## config.mk

```make
export PLATFORM = sky130hd
export DESIGN_NAME = life_engine
export DESIGN_NICKNAME = d
export VERILOG_FILES = /design/src/rtl/life_engine.sv
export SDC_FILE = /design/constraint.sdc
export NUM_CORES = 1
export LEC_CHECK = 0
export CORE_ASPECT_RATIO = 0.9
export CORE_UTILIZATION = 40
export DETAILED_ROUTE_END_ITERATION = 16
export DONT_BUFFER_PORTS = 1
export PLACE_DENSITY_LB_ADDON = 0.05
export SLEW_MARGIN = 25
export SYNTH_ARGS = -nofsm -noshare
export SYNTH_HDL_FRONTEND = slang
export SYNTH_SLANG_ARGS = --single-unit
```

## constraint.sdc

```tcl
create_clock -name clk -period 4.8 [get_ports clk]
set_input_delay 0.24 -clock clk [delete_from_list [all_inputs] [get_ports clk]]
set_output_delay 0.24 -clock clk [all_outputs]
set_load 0.03 [all_outputs]
```

## src/rtl/life_engine.sv

```systemverilog
// Game-of-Life engine for an 8x8 board: computes one generation row by row into a
// shadow register, then commits it in a single cycle.
module life_engine #(
    parameter int GEN_W = 16
) (
    input  logic             clk,
    input  logic             rst,
    input  logic             load,
    input  logic [63:0]      pattern_mat,
    input  logic             step,
    input  logic             wrap_en,
    output logic [63:0]      board,
    output logic             busy,
    output logic             done,
    output logic [GEN_W-1:0] gen_count,
    output logic             alive,
    output logic             still
);

    typedef enum logic [1:0] {StIdle, StCalc, StCommit} state_t;

    state_t             state_q, state_d;
    logic [2:0]         row_q;
    logic               wrap_q;
    logic [63:0]        board_q, next_q, next_d;
    logic [GEN_W-1:0]   gen_q;
    logic               busy_q, done_q, still_q;
    logic               accept, calc_en, commit_en;
    logic [7:0]         row_new;

    // Bit 63-(8r+c) holds (r,c); for in-range r,c that index is ~{r,c}.
    function automatic logic cell_at(input logic [63:0] b, input int r, input int c,
                                     input logic wr);
        logic [5:0] idx;
        idx = ~{r[2:0], c[2:0]};
        if (!wr && (r < 0 || r > 7 || c < 0 || c > 7)) begin
            return 1'b0;
        end
        return b[idx];
    endfunction

    always_ff @(posedge clk or posedge rst) begin
        if (rst) begin
            state_q <= StIdle;
        end else begin
            state_q <= state_d;
        end
    end

    always_comb begin
        state_d = state_q;
        if (load) begin
            state_d = StIdle;
        end else begin
            unique case (state_q)
                StIdle:   if (step) state_d = StCalc;
                StCalc:   if (row_q == 3'd7) state_d = StCommit;
                StCommit: state_d = StIdle;
                default:  state_d = StIdle;
            endcase
        end
    end

    always_comb begin
        accept    = 1'b0;
        calc_en   = 1'b0;
        commit_en = 1'b0;
        unique case (state_q)
            StIdle:   accept    = step && !load;
            StCalc:   calc_en   = !load;
            StCommit: commit_en = !load;
            default:  ;
        endcase
    end

    // Neighbour count and B3/S23 rule for the row under evaluation.
    always_comb begin
        row_new = '0;
        for (int c = 0; c < 8; c++) begin
            logic [3:0] n;
            logic       self_live;
            n = '0;
            for (int dr = -1; dr <= 1; dr++) begin
                for (int dc = -1; dc <= 1; dc++) begin
                    if (dr != 0 || dc != 0) begin
                        n = n + {3'b000, cell_at(board_q, int'(row_q) + dr, c + dc, wrap_q)};
                    end
                end
            end
            self_live = cell_at(board_q, int'(row_q), c, 1'b0);
            row_new[3'(7 - c)] = (n == 4'd3) || (self_live && n == 4'd2);
        end
    end

    // Rows arrive top-first, so after eight shifts row 0 sits in the MSB byte.
    assign next_d = {next_q[55:0], row_new};

    always_ff @(posedge clk or posedge rst) begin
        if (rst) begin
            board_q <= '0;
            next_q  <= '0;
            gen_q   <= '0;
            row_q   <= '0;
            wrap_q  <= 1'b0;
            busy_q  <= 1'b0;
            done_q  <= 1'b0;
            still_q <= 1'b0;
        end else begin
            done_q <= 1'b0;
            if (load) begin
                board_q <= pattern_mat;
                gen_q   <= '0;
                still_q <= 1'b0;
                busy_q  <= 1'b0;
            end else if (accept) begin
                wrap_q <= wrap_en;
                row_q  <= '0;
                busy_q <= 1'b1;
            end else if (calc_en) begin
                next_q <= next_d;
                row_q  <= row_q + 3'd1;
            end else if (commit_en) begin
                board_q <= next_q;
                gen_q   <= gen_q + GEN_W'(1);
                still_q <= (next_q == board_q);
                done_q  <= 1'b1;
                busy_q  <= 1'b0;
            end
        end
    end

    assign board     = board_q;
    assign busy      = busy_q;
    assign done      = done_q;
    assign gen_count = gen_q;
    assign still     = still_q;
    assign alive     = |board_q;

endmodule

```

======== Yosys cells after proc, flatten, opt, wreduce, memory -nomap -nowiden ========
Index checks and enable logic that the tools add are counted.
operators by class
  add/sub/neg operators ................... 32
  order comparisons ....................... 24
  eq/ne operators ......................... 17
  mux-type cells .......................... 89
  bitwise operators ....................... 20
  reductions and logical operators ........ 28
operators by type and width
  kind                     count
  $mux W64                 4
  $lt A6 B7 Y1 const B     18
  $bmux W1 S6              18
  $not A6 Y6               18
  $add A4 B1 Y4            16
  $eq A60 B64 Y1           1
  $mux W16                 4
  $reduce_or A64 Y1        1
  $mux W1                  57
  $eq A4 B2 Y1 const B     8
  $add A16 B1 Y16 const B  1
  $add A3 B1 Y4            4
  $add A2 B1 Y3            4
  $ne A3 B3 Y1 const B     3
  $add A1 B1 Y2            4
  $logic_and A1 B1 Y1      8
  $reduce_and A2 Y1        4
  $logic_or A1 B1 Y1       7
  $mux W2                  3
  $mux W3                  2
  $reduce_and A3 Y1        2
  $add A4 B1 Y5 const B    1
  $gt A5 B4 Y1 const B     1
  $lt A5 B1 Y1 const B     1
  16 further kinds         20
word-level totals
  flip-flop bits (word level) ............. 121
  input port bits ......................... 69
  output and inout bits ................... 84

======== Depth between registers and ports, before layout ========
  word-level depth ........................ 16
  mapped depth ............................ 20

======== Worst setup path after synthesis ========
Ideal clock, no wire load.
  kind .................................... reg2reg
  start ................................... register row_q[1]
  end ..................................... register next_q[0]
  arrival time ............................ 4.552 ns
  slack ................................... 0.124 ns
  stages on the path, launching flop included .. 21
  clock period less this slack ............ 4.676 ns
  cell sequence ........................... dfrtp_1 > buf_4 > buf_6 > inv_1 > ha_1 > ha_1 > buf_2 > mux4_1 > mux2_2 > and2_1 > fa_1 > inv_1 > fa_1 > fa_1 > inv_1 > ha_1 > fa_1 > nand3_1 > o21ai_0 > o2111ai_1 > nand2_1
on the way
  cells in the longest elaborated chain, start to end .. 16
  elaborated cells on any way between the ends .. 63
ends and longest elaborated chain
  what                                                                    RTL line  RTL
  start, declared                                                         23        logic [2:0] row_q;
  start signal, assigned                                                  121       row_q <= row_q + 3'd1;
  parallel branches: the longest is 15 deep, another holds $add A4 B1 Y5  --
  $logic_or A1 B1 Y1 (*)                                                  91        row_new[3'(7 - c)] = (n == 4'd3) || (self_live && n == 4'd2);
  end signal, assigned                                                    120       next_q <= next_d;
  end, declared                                                           25        logic [63:0] board_q, next_q, next_d;
Every way passes the cells marked *. The select of a mux whose other input is x is not followed.
A chain may end at the register's enable or synchronous reset.

======== Worst setup path after layout ========
  start ................................... register row_q[0]
  end ..................................... register next_q[0]
Same word-level chain as after synthesis.

==> run summary <==
Worst path required time - 5100 ps
Fin area - 0.00913 sq mm
Final Critical Period - 4530 ps
Worst EP arrival - 4830 ps
Max Cap Viol - 0
I/O pin cnt - 153
CP dominant cell by count - fa_1
Post-synth EDFFs - 0
Global placement routability congestion - 0.854
VDD IR max - 239 uV
Status - complete, no violations
Final ANT Viol Nets - 0
Syn Area/Cell - 9.81 sq um
Post-synth cell types - 40
Clock latency on the worst-skew pair - 420 ps
Initial core utilization - 41.4%
Synth Warn # - 0
Max Slew Vio Count - 0
Post-DP Area - 0.00784 sq mm
Met2 usage - 39.4%
First-pass GRT wire length - 37900 um
Fraction of layout instances using a drive strength above 1 - 14.0%
WS Path Type - flip-flop to flip-flop
Clk root buf - clkbuf_16
GR Util All Layers - 26.5%
Pre-antenna DRT Iters - 5
1st-iter DRT viols - 481
Number of clock buffers inserted by TritonCTS - 17
Largest net degree at the start of global routing - 143
HP Class - input port to flip-flop
Final worst-path cycle share - 94.4%
Max clock buf depth - 2
Post-CTS Setup Bufs - 0
Via count - 6151
CTS tree - done
Final WL - 24300 um
Die Y - 131 um
Top FF cell, synth - dfrtp_1
Initial antenna violation count - 1
PortBufs - 0
Endpoint class of the critical path - flip-flop
DR WL/cell - 22.2 um
Die area - 0.0191 sq mm
Crit start category - flip-flop
Post-Syn Area - 0.00742 sq mm
Post-synth net total - 858
Final setup fails - 0
Max Fclk - 221 MHz
Top delay family on crit path - adder cells
Clock sink count - 121
Slowest CP cell - fa_1
Synthesis-to-finish area growth - 23.1%
TNS Setup - 0 ps
Sequential area share after synthesis - 40.8%
Crit path cell chain - ha_1 -> ha_1 -> mux4_2 -> mux2i_1 -> nor2_1 -> fa_1 -> inv_1 -> fa_1 -> fa_1 -> inv_1 -> ha_1 -> fa_1 -> nand3_1 -> o21ai_0 -> o2111ai_1 -> nand2_1
Die W - 146 um
Drc violations - 0
Asr flop ratio synth - 100%
Crit Path Max Fanout - 9
Syn Inst Count - 756
Fin. Hold Viols - 0
Hpwl dp - 17300 um
Most frequent cells in the layout - nand2_1 (223), dfrtp_1 (120), o21ai_0 (74)
H-tree Lvls - 4
Global route overflow - 0
PwrDens - 482 mW/mm^2
M1 GR Usage - 37.4%
Vias per cell - 5.62
Vias in the first global route - 6265
Worst Max-Slew Pin Slew - 899 ps
Relative slew slack - 40.1%
Leak Pwr - 4.13 nW
Register clock-pin slew on the reported worst setup and hold paths - 60 ps
Commonest non-fill, non-tap cell in the layout - nand2_1
Layout Skew - 9.62 ps
CP max stage delay - 550 ps
Busiest grt layer - met2
Row count - 46
RSZ-0062 raised after global routing - false
Nets - 943
Buf/Inv on CP - 2
Yosys reg bits - 121
Core area - 0.0179 sq mm
Met3 Use GR - 5.56%
## sequential cells by signal (all words and copies together), names as in the netlist
name,cells
board,64
busy,1
done,1
gen_count,16
next_q,32
row_q,3
state_q,2
still,1
wrap_q,1
## power breakdown
group | switching (mW) | internal (mW) | total (mW)
Clock | 0.508 | 0.832 | 1.34
Combinational | 0.885 | 0.741 | 1.63
Sequential | 0.278 | 1.16 | 1.44
## path summary, 6_finish.rpt
| path | startpoint | endpoint | slack [ps] | cells past startpoint |
|---|---|---|---|---|
| min reg2reg | next_q[32] | next_q[40] | 540 | 2 |
| min | pattern_mat[9] | board[9] | 30 | 2 |
| max in group asynchronous | rst | gen_count[2] | 3080 | 3 |
| min in group asynchronous | rst | board[23] | 500 | 2 |
| max | row_q[0] | next_q[0] | 270 | 16 |
| max reg2reg | row_q[0] | next_q[0] | 270 | 16 |
## logic make-up (layout without fill, tap and decap cells)
family / Yosys count / after routing / synth area share, %
XOR/XNOR: 44 / 44 / 5.20
adder cells (fa/ha/maj): 33 / 33 / 7.19
AND/OR/NAND/NOR: 313 / 313 / 17.9
other: 0 / 1 / 0
flip-flops: 121 / 121 / 40.8
multiplexers: 81 / 81 / 17.7
AO/OA/AOI/OAI: 96 / 96 / 6.97
buffers and inverters: 68 / 165 / 4.17
## stage by stage
stage	hold WS [ps]	setup WS [ps]	std cells	utilization [%]	power, mW
floorplan	361	124	756	-	2.55
detailed placement	313	133	997	43.8	3.01
CTS	1.02	131	1093	50.9	4.42
global route	5.11	22.7	1094	51.0	4.72
global placement	313	229	997	43.8	2.95
finish	31.7	269	1094	51.0	4.40
## cells in the mapped netlist (11+ instances only)
cell | instances | share of area (%)
buf_2 | 12 | 0.81
xnor2_1 | 12 | 1.4
mux2_2 | 11 | 1.7
nand2_1 | 223 | 11
xor2_1 | 32 | 3.8
o21ai_0 | 74 | 5.0
clkbuf_1 | 23 | 1.2
mux4_2 | 25 | 7.6
inv_1 | 25 | 1.3
dfrtp_1 | 121 | 41
nor2_1 | 22 | 1.1
mux4_1 | 11 | 3.9
nor4_1 | 24 | 2.0
mux2i_1 | 34 | 4.6
fa_1 | 16 | 4.3
nand4_1 | 11 | 0.93
a21oi_1 | 11 | 0.74
ha_1 | 17 | 2.9
## layout make-up
cell class              count  area [sq um]
repair buffers            108           991
clock inverters            13           168
flip-flops and latches    121          3030
well taps                 240           300
multi-input cells         567          4100
clock buffers              18           439
fillers                  1650          8770
inverters                  26           100
diodes                      1          2.50
## metal layers
metal  wire length (um)  vias to the layer above
met1              11000                     3083
met3               1580                       44
li1                   -                     2794
met5                  0                        -
met4                771                        0
met2              10900                      230
## timing repair
| item | in CTS | in global routing |
|---|---|---|
| setup endpoints to repair | 0 | 2 |
| gates resized for setup | 0 | 2 |
| hold buffers | 65 | 0 |
| hold endpoints to repair | 152 | 0 |
Power figures use the tool's default switching activity.
